**src/rtl/sigmoid_pkg.sv**
```systemverilog
// rtl/sigmoid_pkg.sv - shared widths, limits and FSM state type for the sigmoid scheduler
package sigmoid_pkg;

   localparam int Z_W             = 8;
   localparam int H_W             = 8;
   localparam int MAX_LUT_LATENCY = 7;
   localparam int CNT_W           = 3;

   typedef enum logic [1:0] {
      ST_IDLE  = 2'd0,
      ST_ISSUE = 2'd1,
      ST_WAIT  = 2'd2,
      ST_RESP  = 2'd3
   } state_t;

endpackage

```
**src/rtl/rr_arbiter.sv**
```systemverilog
// rtl/rr_arbiter.sv - combinational round-robin pick starting after the last grant
module rr_arbiter #(
   parameter int N_REQ = 4,
   parameter int IDX_W = 2
) (
   input  logic [N_REQ-1:0] i_req,
   input  logic [IDX_W-1:0] i_last_grant,
   output logic [N_REQ-1:0] o_grant,
   output logic [IDX_W-1:0] o_grant_idx
);

   // walk from the farthest to the nearest candidate so the nearest requester overwrites
   always_comb begin
      int j;
      o_grant     = '0;
      o_grant_idx = '0;
      for (int k = N_REQ; k >= 1; k--) begin
         j = (int'(i_last_grant) + k) % N_REQ;
         if (i_req[j[IDX_W-1:0]]) begin
            o_grant                 = '0;
            o_grant[j[IDX_W-1:0]]   = 1'b1;
            o_grant_idx             = j[IDX_W-1:0];
         end
      end
   end

endmodule

```
**src/rtl/sigmoid_scheduler.sv**
```systemverilog
// rtl/sigmoid_scheduler.sv - shares one sigmoid LUT among N_REQ requesters, one operation at a time
module sigmoid_scheduler
   import sigmoid_pkg::*;
#(
   parameter int N_REQ       = 4,
   parameter int LUT_LATENCY = 1,
   localparam int IDX_W      = (N_REQ > 1) ? $clog2(N_REQ) : 1
) (
   input  logic                   clk,
   input  logic                   reset,
   input  logic [N_REQ-1:0]       req_valid,
   input  logic [N_REQ*Z_W-1:0]   req_z,
   output logic [N_REQ-1:0]       req_ready,
   output logic                   lut_en,
   output logic [Z_W-1:0]         lut_z,
   input  logic [H_W-1:0]         lut_h,
   output logic                   resp_valid,
   input  logic                   resp_ready,
   output logic [H_W-1:0]         resp_h,
   output logic [IDX_W-1:0]       resp_id,
   output logic                   busy
);

   state_t             r_state;
   state_t             w_next;
   logic [IDX_W-1:0]   r_last;
   logic [CNT_W-1:0]   r_cnt;
   logic [Z_W-1:0]     r_z;
   logic [IDX_W-1:0]   r_id;
   logic [H_W-1:0]     r_resp_h;
   logic [N_REQ-1:0]   w_grant;
   logic [IDX_W-1:0]   w_grant_idx;
   logic [Z_W-1:0]     w_sel_z;
   logic               w_accept;

   rr_arbiter #(
      .N_REQ (N_REQ),
      .IDX_W (IDX_W)
   ) u_rr_arbiter (
      .i_req        (req_valid),
      .i_last_grant (r_last),
      .o_grant      (w_grant),
      .o_grant_idx  (w_grant_idx)
   );

   assign w_accept = (r_state == ST_IDLE) && (|req_valid);

   // pick the winner's operand out of the packed request bus
   always_comb begin
      w_sel_z = '0;
      for (int i = 0; i < N_REQ; i++) begin
         if (w_grant[i]) w_sel_z = req_z[i*Z_W +: Z_W];
      end
   end

   // state register
   always_ff @(posedge clk or negedge reset) begin
      if (!reset) r_state <= ST_IDLE;
      else        r_state <= w_next;
   end

   // next-state: accept, issue once, wait out the LUT latency, hold the response until taken
   always_comb begin
      w_next = r_state;
      case (r_state)
         ST_IDLE:  if (|req_valid)              w_next = ST_ISSUE;
         ST_ISSUE:                              w_next = ST_WAIT;
         ST_WAIT:  if (r_cnt <= CNT_W'(1))      w_next = ST_RESP;
         ST_RESP:  if (resp_ready)              w_next = ST_IDLE;
         default:                               w_next = ST_IDLE;
      endcase
   end

   // outputs decoded from state; ready is suppressed while reset is held
   always_comb begin
      req_ready  = '0;
      lut_en     = 1'b0;
      resp_valid = 1'b0;
      busy       = (r_state != ST_IDLE);
      case (r_state)
         ST_IDLE:  if (reset) req_ready = w_grant;
         ST_ISSUE: lut_en     = 1'b1;
         ST_WAIT:  lut_en     = 1'b1;
         ST_RESP:  resp_valid = 1'b1;
         default:  ;
      endcase
   end

   // datapath: latch the winner, run the latency counter, capture the LUT result
   always_ff @(posedge clk or negedge reset) begin
      if (!reset) begin
         r_last   <= IDX_W'(N_REQ - 1);
         r_cnt    <= '0;
         r_z      <= '0;
         r_id     <= '0;
         r_resp_h <= '0;
      end else begin
         if (w_accept) begin
            r_z    <= w_sel_z;
            r_id   <= w_grant_idx;
            r_last <= w_grant_idx;
         end
         if (r_state == ST_ISSUE) begin
            r_cnt <= CNT_W'(LUT_LATENCY);
         end
         if (r_state == ST_WAIT) begin
            r_cnt <= r_cnt - CNT_W'(1);
            if (r_cnt <= CNT_W'(1)) r_resp_h <= lut_h;
         end
      end
   end

   // operand stays on the LUT bus between operations
   assign lut_z   = r_z;
   assign resp_h  = r_resp_h;
   assign resp_id = r_id;

endmodule

```
**config.mk**
```make
export PLATFORM = sky130hd
export DESIGN_NAME = sigmoid_scheduler
export DESIGN_NICKNAME = d
export VERILOG_FILES = /design/src/rtl/sigmoid_pkg.sv /design/src/rtl/rr_arbiter.sv /design/src/rtl/sigmoid_scheduler.sv
export SDC_FILE = /design/constraint.sdc
export NUM_CORES = 1
export LEC_CHECK = 0
export BUFFER_PORTS_ARGS = -buffer_cell sky130_fd_sc_hd__buf_2
export CAP_MARGIN = 40
export CORE_ASPECT_RATIO = 0.9
export CORE_UTILIZATION = 29
export CTS_BUF_LIST = sky130_fd_sc_hd__clkbuf_8 sky130_fd_sc_hd__clkbuf_16
export DETAILED_ROUTE_END_ITERATION = 8
export PLACE_DENSITY = 0.53
export SLEW_MARGIN = 25
export SYNTH_ARGS = -nofsm -noshare
export SYNTH_HDL_FRONTEND = slang
export SYNTH_HIERARCHICAL = 1
export SYNTH_SLANG_ARGS = --single-unit
```
**constraint.sdc**
```tcl
create_clock -name clk -period 3.8 [get_ports clk]
set_input_delay 0 -clock clk [delete_from_list [all_inputs] [get_ports clk]]
set_output_delay 0 -clock clk [all_outputs]
set_load 0.05 [all_outputs]
```
==> reports/results.ini, run 1 <==
[worst_setup_path]
crit-reg2reg-launch = r_last[1]$_DFFE_PN1P_
crit_slowest_cell = dfstp_2
start_kind = register
slowest_delay_ns = 0.70
worstPathCellList = inv_1, ha_1, mux4_2, nor2b_4, a221oi_1, a21oi_1, nor2b_1, a221oi_1, o31ai_1
path_delay_family = compound AO/OA/AOI/OAI gates
path_common_cell = a221oi_1
critPathMaxFanout = 15
path_class = reg2reg
critPathRequiredTime_ns = 3.97
cp-end-kind = register
cp-startpoint = r_last[1]$_DFFE_PN1P_
worstPathArrival_ns = 3.64
worst-path-buf-inv = 1

[yosys]
postSynthAreaPerCell_um2 = 10.4
synth_warnings = 6
synth_cell_types = 45
synth.area.top_cells = dfrtp_1 32%, ha_1 8.3%, mux2_1 7.4%, a221oi_1 5.8%, mux2i_1 4.4%
async_flop_share_pct = 100
synth_ff_type = dfrtp_1
synth-seq-cells = 25
synth_top_area_share_pct = 31.7
synth_cells = 175
ys_seq_area_share_pct = 34.6
synth_edf_count = 0
synth_area_um2 = 1820
synth_fp_nets = 234
yosysTopAreaCell = dfrtp_1

[placement]
place_congestion = 0.791
preCtsSetupSlack_ns = 0.341
io_buffers = 71
dp_hpwl_mm = 3.36

[cts]
ctsRootBufferMaster = clkbuf_8
cts_max_path_buffers = 2
cts_sinks = 25
clkTransAtPathRegs_ns = 0.09
cts_max_level = 1
cts_buffers = 3
clock_latency_ns = 0.27
cts_setup_buffers = 0
cts_tree = built

[cells_and_area]
ff_latch_area_um2 = 628
final_common_cell = buf_2
final_core_util_pct = 40.2
multi_input_area_um2 = 1080
diodes = 0
fin_nets = 311
areaGrowthSynthToFinish_pct = 29.5
drive_gt1_share_pct = 37.8
final_cell_mix = 71 x buf_2, 23 x dfrtp_1
fillers = 579

[grt]
grtUsageTotal_pct = 14.6
grt_pass1_wl_mm = 7.69
antenna_found_initial = 0
globalRoute.totalOverflow = 0
grt_pass1_vias = 1587
grt_max_degree = 30

[floorplanning]
die_x_um = 85.4
initial_core_util_pct = 31.0
io_pins = 72
dieArea_um2 = 6590
row_count = 26
core_um2 = 5860
chipHeight_um = 77.1

[route]
drtPass1Iterations = 4
routed_wl_mm = 4.54
drc = 0
num_vias = 1638
initialDrtViolationCount = 75
wl_met3_um = 222
wl_met1_mm = 2.11
routedWlPerCell_um = 14.2
topRoutingLayerUsed = met4
wl_met2_mm = 2.17
detail-route-antenna-nets = 0
vias_per_cell = 5.10

[sta]
timing.final.crit_share_pct = 91.2
rsz0062_at_grt = false
hold-worst-slack_ns = 0.0504
worst_slew_pin_slew_ns = 0.750
setup_viol = 0
tns_ns = 0
finalClockSkew_ns = 0.00525
min_period_ns = 3.47
drv_slew = 0
fmax_ghz = 0.288
hold_viol = 0
final.setup.worst_slack_ns = 0.333
slew_headroom_pct = 50.0

[flow_run]
max-cap-violations = 0

[hold_path]
worstHoldStart = req_z[23]
hp-class = in2reg

[status]
status = finished clean

repair_timing:
action,4_1_cts,5_1_grt
resized for setup,0,0
hold endpoints to repair,31,0
hold buffers,9,0
metrics by stage:
stage	instance area [um^2]	cells
3_5_place_dp	2220	308
6_report	2350	321
2_1_floorplan	1820	175
5_1_grt	2350	321
4_1_cts	2350	321
3_3_place_gp	2220	308
flip-flops by register name, summed over array words and instances, names as in the netlist:
name	cells
r_last	2
resp_id	2
lut_z	8
r_state	2
r_cnt	3
resp_h	8
routing by layer:
layer  vias to the layer above  global-route usage, %
li1                        823                      -
met1                       769                   19.7
met2                        41                   23.8
met3                         5                   3.01
met4                         0                   3.50
met5                         -                      0
cell usage after synthesis (all sizes together) (4+ instances only):
cell type	count
a221oi	12
mux2i	8
a21oi	11
o211ai	4
o31ai	8
dfrtp	23
and3	4
nand2	12
buf	8
inv	11
nor2b	6
o22ai	9
ha	12
mux2	15
cells by family after synthesis:
| logic type | Yosys count | share of synthesized area, % |
|---|---|---|
| adders and majority gates | 12 | 8.26 |
| buffers and inverters | 22 | 5.85 |
| and+or+nand+nor | 35 | 11.8 |
| DFF | 25 | 34.6 |
| muxes | 25 | 16.4 |
| AOI/OAI and AO/OA | 56 | 23.1 |
worst paths after layout:
check | end | cells after the start | slack (ns)
max | lut_z[5]$_DFFE_PN0P_ | 9 | 0.33
min in group asynchronous | lut_z[5]$_DFFE_PN0P_ | 2 | 0.27
max in group asynchronous | r_state[0]$_DFFE_PN0P_ | 2 | 3.13
min | lut_z[7]$_DFFE_PN0P_ | 3 | 0.05
max reg2reg | lut_z[5]$_DFFE_PN0P_ | 9 | 0.33
min reg2reg | lut_z[1]$_DFFE_PN0P_ | 2 | 0.48
worst register-to-register path: cells and delay by family (launching register included):
kind | cells | cell delay (ns)
flip-flops | 1 | 0.70
AO/OA/AOI/OAI | 4 | 0.81
buffers and inverters | 1 | 0.16
adder cells (fa/ha/maj) | 1 | 0.51
multiplexers | 1 | 0.57
AND/OR/NAND/NOR | 2 | 0.63
cell type report:
class,instances,area share [%]
clock inverter,1,0.213
inverter,11,1.75
tap,70,3.72
sequential,25,26.7
multi-input combinational,128,46.0
clock buffer,3,1.75
timing repair buffer,83,19.9
Power of run 1 is not shown: default switching activity piles up to over one toggle a cycle in this logic, so the estimate is an artifact.
==> inputs of run 2 (changes only) <==
--- a/config.mk
+++ b/config.mk
@@ -15,5 +15,4 @@
 export SLEW_MARGIN = 25
 export SYNTH_ARGS = -nofsm -noshare
 export SYNTH_HDL_FRONTEND = slang
-export SYNTH_HIERARCHICAL = 1
 export SYNTH_SLANG_ARGS = --single-unit
==> run 2 against run 1 <==
Net effect: non-clock buffer count shrank 1; global-route usage shrank 0.25 points; flip-flop and latch count did not move; critical path depth is 2 lower; highest routed layer unchanged.
==> reports/results.ini, run 2 <==
[worst_setup_path]
cp-end-kind = primary output
start_kind = register
path_class = reg2out
worstPathArrival_ns = 3.48  ; -0.16 ns
critPathMaxFanout = 11  ; -4
slowest_delay_ns = 0.67  ; -0.03 ns
critPathRequiredTime_ns = 3.80  ; -0.17 ns
worstPathCellList = inv_1, ha_1, mux4_2, a21oi_1, a22o_1, nor2b_1, buf_2
crit_slowest_cell = dfstp_2

[yosys]
synth-seq-cells = 25  ; unchanged
synth_area_um2 = 1880  ; +3.7%
synth_cell_types = 46  ; +2.2%
synth_fp_nets = 254  ; +8.5%
ys_top_cells_by_count = 23 x dfrtp_1, 22 x nand2_1, 15 x nor2_1
ys_seq_area_share_pct = 33.3  ; -1.2 points
yosysTopAreaCell = dfrtp_1
synth_ff_type = dfrtp_1
async_flop_share_pct = 100  ; unchanged
synth.area.top_cells = dfrtp_1 31%, ha_1 8.0%, mux2_2 4.8%, nand2_1 4.4%, a2bb2oi_1 3.7%
post-synth-top-count-cell = dfrtp_1
synth_warnings = 0  ; -6
postSynthAreaPerCell_um2 = 9.66  ; -6.9%
synth_cells = 195  ; +11%
synth_edf_count = 0  ; unchanged
synth_top_area_share_pct = 30.5  ; -1.1 points

[route]
drtPass1Iterations = 4  ; unchanged
initialDrtViolationCount = 87  ; +16%
drc = 0  ; unchanged
vias_per_cell = 4.77  ; -6.5%
routedWlPerCell_um = 13.6  ; -3.7%
num_vias = 1704  ; +4.0%
detail-route-antenna-nets = 0  ; unchanged
routed_wl_mm = 4.87  ; +7.2%

[grt]
globalRoute.totalOverflow = 0  ; unchanged
grt_pass1_wl_mm = 7.87  ; +2.4%
antenna_found_initial = 0  ; unchanged
grt_pass1_vias = 1666  ; +5.0%
grtUsageTotal_pct = 14.3  ; -0.25 points
grt_max_degree = 27  ; -10%

[sta]
drv_slew = 0  ; unchanged
timing.final.crit_share_pct = 91.6  ; +0.34 points
worst_slew_pin_slew_ns = 0.577  ; -0.173 ns
min_period_ns = 3.48  ; +0.0129 ns
hold_viol = 0  ; unchanged
tns_ns = 0  ; unchanged
finalClockSkew_ns = 0.00929  ; +0.00403 ns
slew_headroom_pct = 61.5  ; +12 points
fmax_ghz = 0.287  ; -0.37%
rsz0062_at_grt = false
setup_viol = 0  ; unchanged

[floorplanning]
dieArea_um2 = 6820  ; +3.6%
initial_core_util_pct = 30.5  ; -0.55 points
chipHeight_um = 78.5  ; +1.8%
io_pins = 72  ; unchanged
row_count = 27  ; +3.8%
die_x_um = 87.0  ; +1.8%
core_um2 = 6180  ; +5.6%

[placement]
place_congestion = 0.773  ; -2.4%
placed_area_um2 = 2290  ; +3.5%
dp_hpwl_mm = 3.68  ; +9.7%
io_buffers = 71  ; unchanged

[cells_and_area]
drive_gt1_share_pct = 35.9  ; -1.9 points
design_area_um2 = 2430  ; +3.5%
fillers = 656  ; +13%
final_cell_mix = 71 x buf_2, 23 x dfrtp_1, 22 x nand2_1
areaGrowthSynthToFinish_pct = 29.2
final_common_cell = buf_2
fin_nets = 330  ; +6.1%
diodes = 0  ; unchanged

[hold_path]
hp-class = in2reg

[cts]
cts_max_path_buffers = 2  ; unchanged
post_cts_resized = 0  ; unchanged
cts_buffers = 3  ; unchanged
clkTransAtPathRegs_ns = 0.10  ; about the same
clock_latency_ns = 0.27  ; about the same
cts_setup_buffers = 0  ; unchanged
cts_tree = built
cts_max_level = 1  ; unchanged
cts_sinks = 25  ; unchanged
ctsRootBufferMaster = clkbuf_8

[status]
status = finished clean

[flow_run]
max-cap-violations = 0  ; unchanged

-- run 2: changes by cell type after synthesis, sizes merged, moves of 4 or more --
cell / before / now
o22ai: 9 / 3
mux2: 15 / 9
nor2b: 6 / 2
nand2b: 2 / 6
o21ai: 3 / 12
a2bb2oi: 0 / 8
a221oi: 12 / 8
mux2i: 8 / 4
nor2: 2 / 15
nand2: 12 / 22
-- run 2: cells by family (layout without fill, tap and decap cells) --
logic type,after synthesis,in the layout,share of synthesized area [%]
adders and majority gates,12,12,7.97
and+or+nand+nor,55,55,13.7
AOI/OAI and AO/OA,62,62,26.1
buffers and inverters,24,99,6.24
DFF,25,25,33.3
muxes,17,17,12.7
-- run 2: final timing paths --
path | cells after the start | slack [ns] | from | endpoint
max reg2reg | 8 | 0.49 | r_last[1]$_DFFE_PN1P_ | lut_z[5]$_DFFE_PN0P_
min | 3 | 0.02 | req_z[17] | lut_z[1]$_DFFE_PN0P_
min reg2reg | 2 | 0.50 | resp_id[1]$_DFFE_PN0P_ | resp_id[1]$_DFFE_PN0P_
max in group asynchronous | 2 | 3.16 | reset | lut_z[7]$_DFFE_PN0P_
min in group asynchronous | 2 | 0.25 | reset | resp_h[6]$_DFFE_PN0P_
max | 7 | 0.32 | r_last[1]$_DFFE_PN1P_ | req_ready[1]
-- run 2: stage by stage --
stage | instances | hold slack (ns) | util, % | setup WS (ns)
floorplan | 195 | -0.296 | - | 0.435
global placement | 344 | 0.0445 | 37.1 | 0.642
detailed placement | 344 | 0.0328 | 37.1 | 0.512
CTS | 357 | 0.00938 | 39.4 | 0.333
global route | 357 | 0.0232 | 39.4 | 0.142
finish | 357 | 0.0181 | 39.4 | 0.320
-- run 2: layer usage --
layer  up-vias  part of all wire (%)  track usage [%]
met3         2                   5.9             3.47
met5         -                     0                0
met4         0                  0.33             1.50
met1       787                    49             18.9
li1        865                     -                -
met2        50                    45             24.3
-- run 2: worst max-delay path: cells and delay by family (launching register included) --
family / cells / cell delay, ns
flip-flops: 1 / 0.67
buffers and inverters: 2 / 0.44
AND/OR/NAND/NOR: 1 / 0.18
adder cells (fa/ha/maj): 1 / 0.52
AO/OA/AOI/OAI: 2 / 0.71
multiplexers: 1 / 0.67
-- run 2: cell type report --
| cell class | instances | area (um^2) | share of cell area (%) |
|---|---|---|---|
| clock buffers | 3 | 41.3 | 1.70 |
| inverters | 13 | 48.8 | 2.00 |
| multi-input cells | 146 | 1140 | 46.8 |
| flip-flops and latches | 25 | 628 | 25.8 |
| well taps | 87 | 109 | 4.47 |
| clock inverters | 1 | 8.76 | 0.360 |
| repair buffers | 82 | 460 | 18.9 |
-- run 2: repair_timing --
| action | 4_1_cts | 5_1_grt |
|---|---|---|
| endpoints found under the hold margin | 31 | 0 |
| endpoints found under the setup margin | 0 | 0 |
| hold buffers | 9 | 0 |
Power of run 2 is left out for the same reason.
==> inputs of run 3 (changes only) <==
--- a/config.mk
+++ b/config.mk
@@ -5,6 +5,7 @@
 export SDC_FILE = /design/constraint.sdc
 export NUM_CORES = 1
 export LEC_CHECK = 0
+export ABC_AREA = 1
 export BUFFER_PORTS_ARGS = -buffer_cell sky130_fd_sc_hd__buf_2
 export CAP_MARGIN = 40
 export CORE_ASPECT_RATIO = 0.9
==> run 3 against run 2 <==
Net effect: die area up 3.6%; critical path type unchanged; first-iteration DRC count down 39%; utilization down 0.61 points; routed wire length down 0.31%; worst hold slack better by 0.045 ns.
==> reports/results.ini, run 3 <==
[status]
status = finished clean

[worst_setup_path]
worst-path-buf-inv = 4  ; +2
worstPathArrival_ns = 2.71  ; -0.77 ns
critPathMaxFanout = 17  ; +6
path_common_cell = nand3_2
start_kind = register
slowest_delay_ns = 0.65  ; -0.02 ns
path_class = reg2out
cp-end-kind = primary output
path_delay_family = flip-flops
worstPathCellList = inv_2, ha_1, inv_1, nand3_2, nand2_2, nand2_1, clkinv_1, nand3_1, nand3_2, o21ai_2, nor2_1, buf_2
crit_slowest_cell = dfstp_2
critPathRequiredTime_ns = 3.80  ; about the same

[placement]
dp_hpwl_mm = 3.85  ; +4.5%
io_buffers = 71  ; unchanged
place_congestion = 0.838  ; +8.5%

[yosys]
synth.area.top_cells = dfrtp_1 29%, nand2_1 13%, inv_1 7.9%, ha_1 7.7%, nand3_1 4.6%
postSynthAreaPerCell_um2 = 7.21  ; -25%
async_flop_share_pct = 100  ; unchanged
post-synth-top-count-cell = nand2_1
ys_top_cells_by_count = 66 x nand2_1, 41 x inv_1, 23 x dfrtp_1, 18 x nand3_1, 18 x nor2_1
synth_cells = 271  ; +39%
synth_area_um2 = 1950  ; +3.7%
synth_ff_type = dfrtp_1
synth_top_area_share_pct = 29.4  ; -1.1 points
synth_edf_count = 0  ; unchanged
synth_warnings = 0  ; unchanged
synth-seq-cells = 25  ; unchanged
ys_seq_area_share_pct = 32.1  ; -1.2 points
yosysTopAreaCell = dfrtp_1
synth_cell_types = 29  ; -37%
synth_fp_nets = 330  ; +30%

[cts]
cts_sinks = 25  ; unchanged
cts_max_path_buffers = 2  ; unchanged
ctsRootBufferMaster = clkbuf_8
cts_tree = built
cts_buffers = 3  ; unchanged
cts_max_level = 1  ; unchanged
clock_latency_ns = 0.26  ; about the same
clkTransAtPathRegs_ns = 0.09  ; about the same
post_cts_resized = 0  ; unchanged

[sta]
worst_slew_pin_slew_ns = 0.717  ; +0.140 ns
tns_ns = 0  ; unchanged
min_period_ns = 2.71  ; -0.773 ns
slew_headroom_pct = 51.8  ; -9.8 points
finalClockSkew_ns = 0.00171  ; -0.00757 ns
fmax_ghz = 0.369  ; +29%
hold_viol = 0  ; unchanged
rsz0062_at_grt = false
setup_viol = 0  ; unchanged
timing.final.crit_share_pct = 71.2  ; -20 points
drv_slew = 0  ; unchanged

[route]
initialDrtViolationCount = 53  ; -39%
num_vias = 1914  ; +12%
routedWlPerCell_um = 11.0  ; -19%
vias_per_cell = 4.33  ; -9.3%
routed_wl_mm = 4.85  ; -0.31%
detail-route-antenna-nets = 0  ; unchanged
drtPass1Iterations = 6  ; +2
drc = 0  ; unchanged

[cells_and_area]
diodes = 0  ; unchanged
drive_gt1_share_pct = 33.2  ; -2.7 points
final_cell_mix = 71 x buf_2, 66 x nand2_1, 41 x inv_1
final_common_cell = buf_2
fillers = 727  ; +11%
fin_nets = 412  ; +25%
areaGrowthSynthToFinish_pct = 30.0

[flow_run]
max-cap-violations = 0  ; unchanged

[floorplanning]
chipHeight_um = 79.9  ; +1.8%
core_um2 = 6550  ; +6.0%
row_count = 28  ; +3.7%
initial_core_util_pct = 29.8  ; -0.65 points
dieArea_um2 = 7070  ; +3.6%
io_pins = 72  ; unchanged
die_x_um = 88.5  ; +1.8%

[grt]
busiest_layer = met2
grt_pass1_wl_mm = 8.11  ; +3.0%
antenna_found_initial = 0  ; unchanged
grtUsageTotal_pct = 14.3  ; +0.015 points
grt_max_degree = 27  ; unchanged
globalRoute.totalOverflow = 0  ; unchanged
gr-usage-met1_pct = 21.2  ; +2.2 points
globalRouteMet3Util_pct = 1.45  ; -2.0 points
grt_pass1_vias = 1846  ; +11%
met2_usage_pct = 22.8  ; -1.5 points

[hold_path]
hp-class = in2reg

run 3: changes by cell type after synthesis, sizes merged, moves of 8 or more:
cell and change:
o31ai -8, a221oi -8, nand3 +21, inv +32
nand2 +56, clkinv +9, a2bb2oi -8
run 3: worst paths after layout:
check	startpoint	endpoint	depth (start not counted)	slack, ns
setup / recovery	r_last[0]$_DFFE_PN1P_	req_ready[3]	12	1.09
setup reg to reg	r_last[0]$_DFFE_PN1P_	lut_z[3]$_DFFE_PN0P_	14	1.25
hold reg to reg	resp_h[4]$_DFFE_PN0P_	resp_h[4]$_DFFE_PN0P_	1	0.51
hold / removal	req_z[30]	lut_z[6]$_DFFE_PN0P_	5	0.06
min in group asynchronous	reset	r_cnt[0]$_DFFE_PN0P_	2	0.25
max in group asynchronous	reset	lut_z[1]$_DFFE_PN0P_	2	3.17
run 3: layout make-up:
type	count	area [um^2]	share of cell area, %
multi-input combinational	188	1100	43.2
sequential	25	628	24.7
clock inverter	1	5.00	0.197
timing repair buffer	81	453	17.8
tap	90	113	4.43
inverter	54	203	7.98
clock buffer	3	41.3	1.63
run 3: metrics by stage:
| step | std cells | util (%) | hold WS [ns] | worst slack [ns] | instance area, um^2 |
|---|---|---|---|---|---|
| floorplan | 271 | - | -0.296 | 1.32 | 1950 |
| CTS | 442 | 38.8 | 0.0568 | 1.10 | 2540 |
| detailed placement | 429 | 36.7 | 0.0349 | 1.28 | 2400 |
| finish | 442 | 38.8 | 0.0631 | 1.09 | 2540 |
| global placement | 429 | 36.7 | 0.0341 | 1.28 | 2400 |
| global route | 442 | 38.8 | 0.104 | 0.905 | 2540 |
run 3: worst min-delay path: stages:
cell	delay, ns
buf_2	0.09
inv_1	0.04
o21ai_1	0.06
inv_1	0.05
a21oi_1	0.05
run 3: what timing repair did:
item | 4_1_cts | 5_1_grt
hold buffers | 9 | 0
buffers inserted | 0 | 0
endpoints found under the hold margin | 31 | 0
run 3: kinds of logic (layout without fill, tap and decap cells):
logic type / after synthesis / after routing / synth area share (%)
buffers and inverters: 58 / 139 / 11.7
AOI/OAI and AO/OA: 37 / 37 / 11.9
and+or+nand+nor: 131 / 131 / 31.9
DFF: 25 / 25 / 32.1
muxes: 8 / 8 / 4.61
adders and majority gates: 12 / 12 / 7.68
run 3: metal layers:
layer  vias up  share of wire [%]
met4         0               0.39
met5         -                  0
li1       1013                  -
met1       829                 55
met3         4                5.0
met2        68                 40
Power of run 3 is left out for the same reason.
